--- config.mk ---
export PLATFORM = sky130hd
export DESIGN_NAME = regfile_alu_core
export DESIGN_NICKNAME = d
export VERILOG_FILES = /design/src/rtl/regfile_alu_core.sv
export SDC_FILE = /design/constraint.sdc
export NUM_CORES = 2
export LEC_CHECK = 0
export BUFFER_PORTS_ARGS = -buffer_cell sky130_fd_sc_hd__buf_4
export CAP_MARGIN = 5
export CORE_MARGIN = 3
export CORE_UTILIZATION = 65
export CTS_CLUSTER_DIAMETER = 120
export DETAILED_ROUTE_END_ITERATION = 10
export PLACE_DENSITY = 0.82
export RECOVER_POWER = 25
export SLEW_MARGIN = 20
export SYNTH_ARGS = -nofsm -noshare
export SYNTH_HDL_FRONTEND = slang
export SYNTH_SLANG_ARGS = --single-unit
--- constraint.sdc ---
create_clock -name Clk -period 39.5 [get_ports Clk]
set_input_delay 3.95 -clock Clk [delete_from_list [all_inputs] [get_ports Clk]]
set_output_delay 3.95 -clock Clk [all_outputs]
set_load 0.05 [all_outputs]
--- src/rtl/regfile_alu_core.sv ---
// regfile_alu_core: register file plus two-stage ALU execution core.
//
// One operation is accepted per handshake (op_valid & op_ready). Source operands are read from
// the register file at the accept edge, the ALU result is computed during EXEC, and at the end
// of WB the result, flags and optional writeback commit together with a one-cycle done pulse.
// A direct load port writes the register bank in any state; a same-address writeback wins.
//
// Ports:
//   Clk, Reset                  clock, asynchronous active-high reset
//   Write_Reg, Addr, Data       direct register load
//   op_valid, op_ready          operation handshake
//   ALU_OP                      operation code (sampled on accept)
//   R_Addr_A, R_Addr_B          source registers (sampled on accept)
//   W_Addr, Write_Back          destination register and writeback enable (sampled on accept)
//   F, ZF, OF, CF               registered result and flags
//   done                        one-cycle pulse when F and flags update
//
// Build option: define ALU_SHIFT_EN to make ALU_OP 111 a logical left shift (A << B);
// otherwise ALU_OP 111 passes B through.

module regfile_alu_core #(
    parameter int unsigned WIDTH  = 32,
    parameter int unsigned ADDR_W = 5
) (
    input  logic              Clk,
    input  logic              Reset,
    input  logic              Write_Reg,
    input  logic [ADDR_W-1:0] Addr,
    input  logic [WIDTH-1:0]  Data,
    input  logic              op_valid,
    output logic              op_ready,
    input  logic [2:0]        ALU_OP,
    input  logic [ADDR_W-1:0] R_Addr_A,
    input  logic [ADDR_W-1:0] R_Addr_B,
    input  logic [ADDR_W-1:0] W_Addr,
    input  logic              Write_Back,
    output logic [WIDTH-1:0]  F,
    output logic              ZF,
    output logic              OF,
    output logic              CF,
    output logic              done
);

    localparam int unsigned NumRegs = 2 ** ADDR_W;
    localparam int unsigned ShW     = $clog2(WIDTH);
    localparam int unsigned Msb     = WIDTH - 1;

    typedef enum logic [1:0] {
        StIdle,
        StExec,
        StWb
    } state_e;

    state_e state_q, state_d;

    logic [WIDTH-1:0]  rf_q [NumRegs];
    logic [WIDTH-1:0]  rf_d [NumRegs];

    // Operation context captured at accept
    logic [WIDTH-1:0]  a_q, a_d;
    logic [WIDTH-1:0]  b_q, b_d;
    logic [2:0]        op_q, op_d;
    logic [ADDR_W-1:0] waddr_q, waddr_d;
    logic              wb_en_q, wb_en_d;

    // ALU result staged at the end of EXEC, committed at the end of WB
    logic [WIDTH-1:0]  res_q, res_d;
    logic              of_res_q, of_res_d;
    logic              cf_res_q, cf_res_d;

    // Architectural outputs
    logic [WIDTH-1:0]  f_q, f_d;
    logic              zf_q, zf_d;
    logic              of_q, of_d;
    logic              cf_q, cf_d;
    logic              done_q, done_d;

    logic              wb_commit;

    // ------------------------------------------------------------------------------------------
    // ALU (combinational, works on the latched operands)
    // ------------------------------------------------------------------------------------------
    logic [WIDTH:0]    add_w;
    logic [WIDTH:0]    sub_w;
    logic [WIDTH-1:0]  alu_res;
    logic              alu_of;
    logic              alu_cf;

    always_comb begin
        add_w   = {1'b0, a_q} + {1'b0, b_q};
        // Top bit of the widened difference is the unsigned borrow
        sub_w   = {1'b0, a_q} - {1'b0, b_q};
        alu_res = '0;
        alu_of  = 1'b0;
        alu_cf  = 1'b0;
        unique case (op_q)
            3'b000: alu_res = a_q & b_q;
            3'b001: alu_res = a_q | b_q;
            3'b010: begin
                alu_res = add_w[WIDTH-1:0];
                alu_cf  = add_w[WIDTH];
                alu_of  = (a_q[Msb] == b_q[Msb]) && (add_w[Msb] != a_q[Msb]);
            end
            3'b011: begin
                alu_res = sub_w[WIDTH-1:0];
                alu_cf  = sub_w[WIDTH];
                alu_of  = (a_q[Msb] != b_q[Msb]) && (sub_w[Msb] != a_q[Msb]);
            end
            3'b100: alu_res = a_q ^ b_q;
            3'b101: alu_res = ~(a_q | b_q);
            3'b110: alu_res = {{(WIDTH - 1){1'b0}}, ($signed(a_q) < $signed(b_q))};
`ifdef ALU_SHIFT_EN
            3'b111: alu_res = a_q << b_q[ShW-1:0];
`else
            3'b111: alu_res = b_q;
`endif
            default: alu_res = '0;
        endcase
    end

    // ------------------------------------------------------------------------------------------
    // Control FSM and datapath next-state
    // ------------------------------------------------------------------------------------------
    always_comb begin
        state_d   = state_q;
        a_d       = a_q;
        b_d       = b_q;
        op_d      = op_q;
        waddr_d   = waddr_q;
        wb_en_d   = wb_en_q;
        res_d     = res_q;
        of_res_d  = of_res_q;
        cf_res_d  = cf_res_q;
        f_d       = f_q;
        zf_d      = zf_q;
        of_d      = of_q;
        cf_d      = cf_q;
        done_d    = 1'b0;
        wb_commit = 1'b0;
        op_ready  = 1'b0;

        unique case (state_q)
            StIdle: begin
                op_ready = 1'b1;
                if (op_valid) begin
                    // Reads see pre-edge contents; a same-cycle load is not forwarded
                    a_d     = rf_q[R_Addr_A];
                    b_d     = rf_q[R_Addr_B];
                    op_d    = ALU_OP;
                    waddr_d = W_Addr;
                    wb_en_d = Write_Back;
                    state_d = StExec;
                end
            end
            StExec: begin
                res_d    = alu_res;
                of_res_d = alu_of;
                cf_res_d = alu_cf;
                state_d  = StWb;
            end
            StWb: begin
                f_d       = res_q;
                zf_d      = (res_q == '0);
                of_d      = of_res_q;
                cf_d      = cf_res_q;
                done_d    = 1'b1;
                wb_commit = wb_en_q;
                state_d   = StIdle;
            end
            default: state_d = StIdle;
        endcase
    end

    // Register file next-state: writeback is applied after the load so it wins on a collision
    always_comb begin
        for (int unsigned i = 0; i < NumRegs; i++) begin
            rf_d[i] = rf_q[i];
        end
        if (Write_Reg) begin
            rf_d[Addr] = Data;
        end
        if (wb_commit) begin
            rf_d[waddr_q] = res_q;
        end
        rf_d[0] = '0;
    end

    // ------------------------------------------------------------------------------------------
    // State
    // ------------------------------------------------------------------------------------------
    always_ff @(posedge Clk or posedge Reset) begin
        if (Reset) begin
            state_q  <= StIdle;
            a_q      <= '0;
            b_q      <= '0;
            op_q     <= '0;
            waddr_q  <= '0;
            wb_en_q  <= 1'b0;
            res_q    <= '0;
            of_res_q <= 1'b0;
            cf_res_q <= 1'b0;
            f_q      <= '0;
            zf_q     <= 1'b0;
            of_q     <= 1'b0;
            cf_q     <= 1'b0;
            done_q   <= 1'b0;
            for (int unsigned i = 0; i < NumRegs; i++) begin
                rf_q[i] <= '0;
            end
        end else begin
            state_q  <= state_d;
            a_q      <= a_d;
            b_q      <= b_d;
            op_q     <= op_d;
            waddr_q  <= waddr_d;
            wb_en_q  <= wb_en_d;
            res_q    <= res_d;
            of_res_q <= of_res_d;
            cf_res_q <= cf_res_d;
            f_q      <= f_d;
            zf_q     <= zf_d;
            of_q     <= of_d;
            cf_q     <= cf_d;
            done_q   <= done_d;
            for (int unsigned i = 0; i < NumRegs; i++) begin
                rf_q[i] <= rf_d[i];
            end
        end
    end

    assign F    = f_q;
    assign ZF   = zf_q;
    assign OF   = of_q;
    assign CF   = cf_q;
    assign done = done_q;

endmodule

* Word level (Yosys, flattened, before mapping) *
Index checks and enable logic that the tools add are counted.

operators by class
  add/subtract/negate cells = 2
  $lt $le $gt $ge = 7
  equal/unequal tests = 14
  mux-type cells = 22
  bitwise operators = 8
  reduce and logical (&&, ||, !) cells = 8

operators with widths
  kind                                                                          number
  1024-bit bitwise mux                                                          2
  1024-bit 2-to-1 mux                                                           1
  992-bit 2-to-1 mux                                                            1
  32-bit binary-select mux with 5-bit select                                    2
  32-bit demux with 5-bit select                                                2
  32-bit case mux with 8 select lines                                           1
  32-bit 2-to-1 mux                                                             6
  32-bit by 32-bit adder with 33-bit output                                     1
  32-bit by 32-bit subtractor with 33-bit output                                1
  32-bit AND                                                                    1
  32-bit logical NOT                                                            1
  32-bit less-than comparator                                                   1
  32-bit inverter                                                               1
  32-bit OR                                                                     1
  32-bit bitwise XOR                                                            1
  6-bit greater-or-equal comparator, second input constant                      4
  5-bit inverter with 6-bit output                                              4
  3-bit == test, second input constant                                          4
  6-bit by 1-bit less-than comparator with 1-bit output, second input constant  2
  3-bit by 2-bit == test with 1-bit output, second input constant               2
  1-bit logical AND                                                             4
  1-bit case mux with 2 select lines                                            2
  2-bit case mux with 2 select lines                                            1
  3-bit by 1-bit == test with 1-bit output, second input constant               1
  10 further kinds                                                              14

word-level totals
  bits in registers = 1137
  output and inout bits = 37

* Logic depth before layout (Yosys ltp) *
  word-level depth = 9
  mapped depth = 13
  gate-level depth less buffers = 12

* Worst setup path before layout *
No wires, ideal clock.

  kind = input port to flip-flop
  start point = input port R_Addr_A[1]
  end point = register a_q[26]
  setup time = 0.134 ns
  arrival = 6.037 ns
  path slack = 33.329 ns
  stages on the path = 8
  path buffers = 4
  cell sequence = clkbuf_1 -> clkbuf_1 -> clkbuf_1 -> clkbuf_1 -> mux4_2 -> mux4_2 -> mux2i_1 -> o21ai_0

on the way
  cells in the longest elaborated chain, start to end = 4

ends and longest elaborated chain
  what                                                    RTL line  source
  start, declared                                         33        input logic [ADDR_W-1:0] R_Addr_A,
  5-bit inverter with 6-bit output (implied by the code)  147       a_d = rf_q[R_Addr_A];
  32-bit binary-select mux with 5-bit select              147
  32-bit 2-to-1 mux (implied by the code) (2 in series)   147
  end signal, assigned                                    194       a_q <= '0;
  end signal, assigned                                    212       a_q <= a_d;
  end, declared                                           60        logic [WIDTH-1:0] a_q, a_d;

Every way passes these cells. The select of a mux whose other input is x is not followed.
A chain may end at the register's enable or synchronous reset.

==> flow_summary_export.csv <==
group,metric,value,unit
hold_path,hold_path_class,"flip-flop to flip-flop",
clock_tree,clkTransAtPathRegs,0.06,ns
run,drv_cap,18,
sta,fmax,85.6,MHz
synth,ys.flop_type,"dfrtp_1",
placed_design,hpwl,145000,µm
global_route,grt_use_total,0.457,
drt,wirelength,267000,µm
clock_tree,clockBufferDepth,3,
sta,final-hold-violation-count,0,
synth,postSynthRegisterBits,1137,
worst_setup_path,crit_required,40.27,ns
worst_setup_path,crit_cells,6,
worst_setup_path,critPathKind,"input pin to asynchronous set/reset pin",
clock_tree,clock_latency,0.77,ns
synth,syn-instance-count,6937,
global_route,grt_overflow,0,
worst_setup_path,worst_setup_path_end_kind,"asynchronous set/reset pin",
sta,rsz0062_at_grt,"no",
cells_and_area,fin_util,0.707,
worst_setup_path,r2r-start,"state_q[0]$_DFFE_PP0P_",
drt,drt_iter0_markers,10500,
worst_setup_path,path_delay_family,"buffers and inverters",
sta,max-slew-margin-rel,-2.44,
drt,vias,61000,
cells_and_area,drive_gt1_frac,0.171,
floorplan,start_util,0.660,
floorplan,die_area,0.116,mm²
sta,skew,0.0490,ns
power,peakVddDrop,0.0000429,V
clock_tree,cts_resized,0,
synth,netlist-cell-type-count,77,
floorplan,fp.coreArea,0.110,mm²
clock_tree,ctsHoldBuffers,0,
worst_setup_path,cp_num_buf_inv,6,
synth,synth_edf_count,0,
clock_tree,postCtsSetupBuffers,0,
cells_and_area,fin_nets,6672,
power,leakage,31.6,nW
cells_and_area,final_common_cell,"dfrtp_1",
worst_setup_path,r2r_end,"rf_q[654]$_DFF_PP0_",
clock_tree,cts.sinks,1137,
power,power_density,65.4,mW/mm²
run_status,status,"finished, violations left",
cells_and_area,syn2layout_area_growth,7.14,%
floorplan,die_w,340,µm
worst_setup_path,worstPathMaxFanout,111,
global_route,grt_max_degree,112,
floorplan,rows,121,
worst_setup_path,reg2reg_depth,7,
clock_tree,cts_tree,"done",
drt,route.detailed.drc,0,
placed_design,numPortBuffers,96,
synth,yosys_warnings,0,
drt,vias_per_cell,7.54,
floorplan,boundaryPins,97,
floorplan,die_y,340,µm
sta,finalMaxSlewViolations,837,
cells_and_area,final_cell_mix,"dfrtp_1, mux2i_1, nand2_1, o21ai_0, mux4_2",
global_route,grt_pass1_wl,392000,µm
clock_tree,numCtsBuffers,118,
synth,synth_fp_nets,7098,
clock_tree,h-tree-depth,3,
synth,synth-async-reset-ratio,1.00,
worst_setup_path,cp.arrival,12.44,ns
worst_setup_path,startpoint_type,"input pin",
sta,finalSetupViolCount,0,
hold_path,hold_path_depth,2,
sta,min_period_over_period,0.296,
sta,setup_tns,0,ns
worst_setup_path,path_common_cell,"buf_4",
drt,wl_per_cell,32.9,µm
drt,dr.pass1.iters,9,
worst_setup_path,startpoint,"Reset",
worst_setup_path,crit_end,"rf_q[121]$_DFF_PP0_",
global_route,grt_pass1_vias,60000,
sta,period_needed,11.68,ns
synth,synth_area,0.0725,mm²
sta,worst_pin_slew,5.13,ns
global_route,antenna_found_initial,12,
placed_design,finalWeightedCongestion,0.974,
synth,avgSynthCellArea,10.4,µm²
worst_setup_path,slowest_delay,2.82,ns
run_status,violations,"max-capacitance violations, max-slew violations",
worst_setup_path,rrSetupSlack,29.56,ns
clock_tree,cts.root.buffer_cell,"clkbuf_16",
drt,postRouteAntennaNets,0,
worst_setup_path,crit_chain,"clkbuf_4, clkinvlp_2, clkbuf_1, buf_4, buf_4, buf_4",
synth,synth-seq-area-share,0.393,
worst_setup_path,crit_slowest_cell,"clkinvlp_2",
power by group:
group	switching, W	internal [W]
registers	0.000405	0.00157
logic	0.00105	0.000855
clock network	0.000512	0.000678
total	0.00197	0.00311
cell usage after synthesis (all sizes together) (9+ instances only):
library cell,count,area (µm²)
a211oi,29,223
a21o,15,113
a21oi,488,2440
a22o,64,561
a22oi,9,67.6
a31oi,18,113
buf,157,622
clkbuf,609,2290
dfrtp,1137,28500
ha,99,1240
inv,103,387
mux2,66,743
mux2i,1070,10700
mux4,576,13000
nand2,887,3330
nand2b,21,131
nand3,22,110
nand3b,9,67.6
nor2,528,1980
nor2b,16,100
nor3,32,170
nor4,19,138
o211ai,11,92.6
o21a,10,75.1
o21ai,743,3720
o21bai,12,90.1
o22ai,20,125
o31ai,14,105
or3,16,100
xnor2,24,210
metal layers:
layer | routed length [µm] | up-vias | GRT usage
li1 | - | 24300 | -
met1 | 88100 | 29500 | 0.565
met2 | 110000 | 5540 | 0.636
met3 | 42600 | 1657 | 0.196
met4 | 25300 | 10 | 0.342
met5 | 71 | - | 0.00417
worst min-delay path: stages, from the launching register on:
cell	delay, ns
dfrtp_1	0.34
nand2_1	0.05
nand2_1	0.05
worst min path at each step:
stage                          from          endpoint  slack (ns)
2_1_floorplan  of_res_q$_DFFE_PP0N_    OF$_DFFE_PP0P_        0.44
3_3_place_gp       F[3]$_DFFE_PP0P_  F[3]$_DFFE_PP0P_        0.46
3_5_place_dp       F[5]$_DFFE_PP0P_  F[5]$_DFFE_PP0P_        0.46
4_1_cts            F[9]$_DFFE_PP0P_  F[9]$_DFFE_PP0P_        0.48
5_1_grt            F[9]$_DFFE_PP0P_  F[9]$_DFFE_PP0P_        0.50
6_report           F[3]$_DFFE_PP0P_  F[3]$_DFFE_PP0P_        0.48
kinds of logic (layout without fill, tap and decap cells):
group / count (synthesis) / in the layout / share of synthesized area
compound gates: 1496 / 1496 / 0.115
xor+xnor: 27 / 27 / 0.00326
fa+ha+maj: 101 / 101 / 0.0176
buf+inv: 871 / 539 / 0.0456
flops: 1137 / 1137 / 0.393
mux: 1712 / 1712 / 0.337
other cells: 0 / 9 / 0
simple gates: 1593 / 1593 / 0.0887
through the flow:
stage	total power (W)	instance area (µm²)	cells	hold WS (ns)	setup slack, ns
after floorplan	0.00325	72500	6937	0.439	3.53
after global placement	0.00369	73600	7865	0.461	31.25
after detailed placement	0.00379	73600	7866	0.465	31.22
after CTS	0.00498	77700	8080	0.480	32.02
after global routing	0.00528	77600	8083	0.501	26.61
final	0.00508	77600	8090	0.475	27.82
sequential cells by signal, indices dropped and copies added, names as in the netlist:
signal,flops
b_q,32
cf_res_q,1
done,1
ZF,1
state_q,2
res_q,32
waddr_q,5
CF,1
op_q,3
wb_en_q,1
of_res_q,1
OF,1
F,32
a_q,32
rf_q,992
final cells by class:
| class | count | area [µm²] |
|---|---|---|
| Timing Repair Buffer | 220 | 1680 |
| Clock inverter | 47 | 619 |
| Antenna cell | 9 | 22.5 |
| Tap cell | 1476 | 1850 |
| Inverter | 105 | 395 |
| Sequential cell | 1137 | 28500 |
| Multi-Input combinational cell | 4929 | 41200 |
| Clock buffer | 167 | 3470 |
| Fill cell | 7539 | 32100 |
No activity file was read; power rests on OpenSTA's default activity.
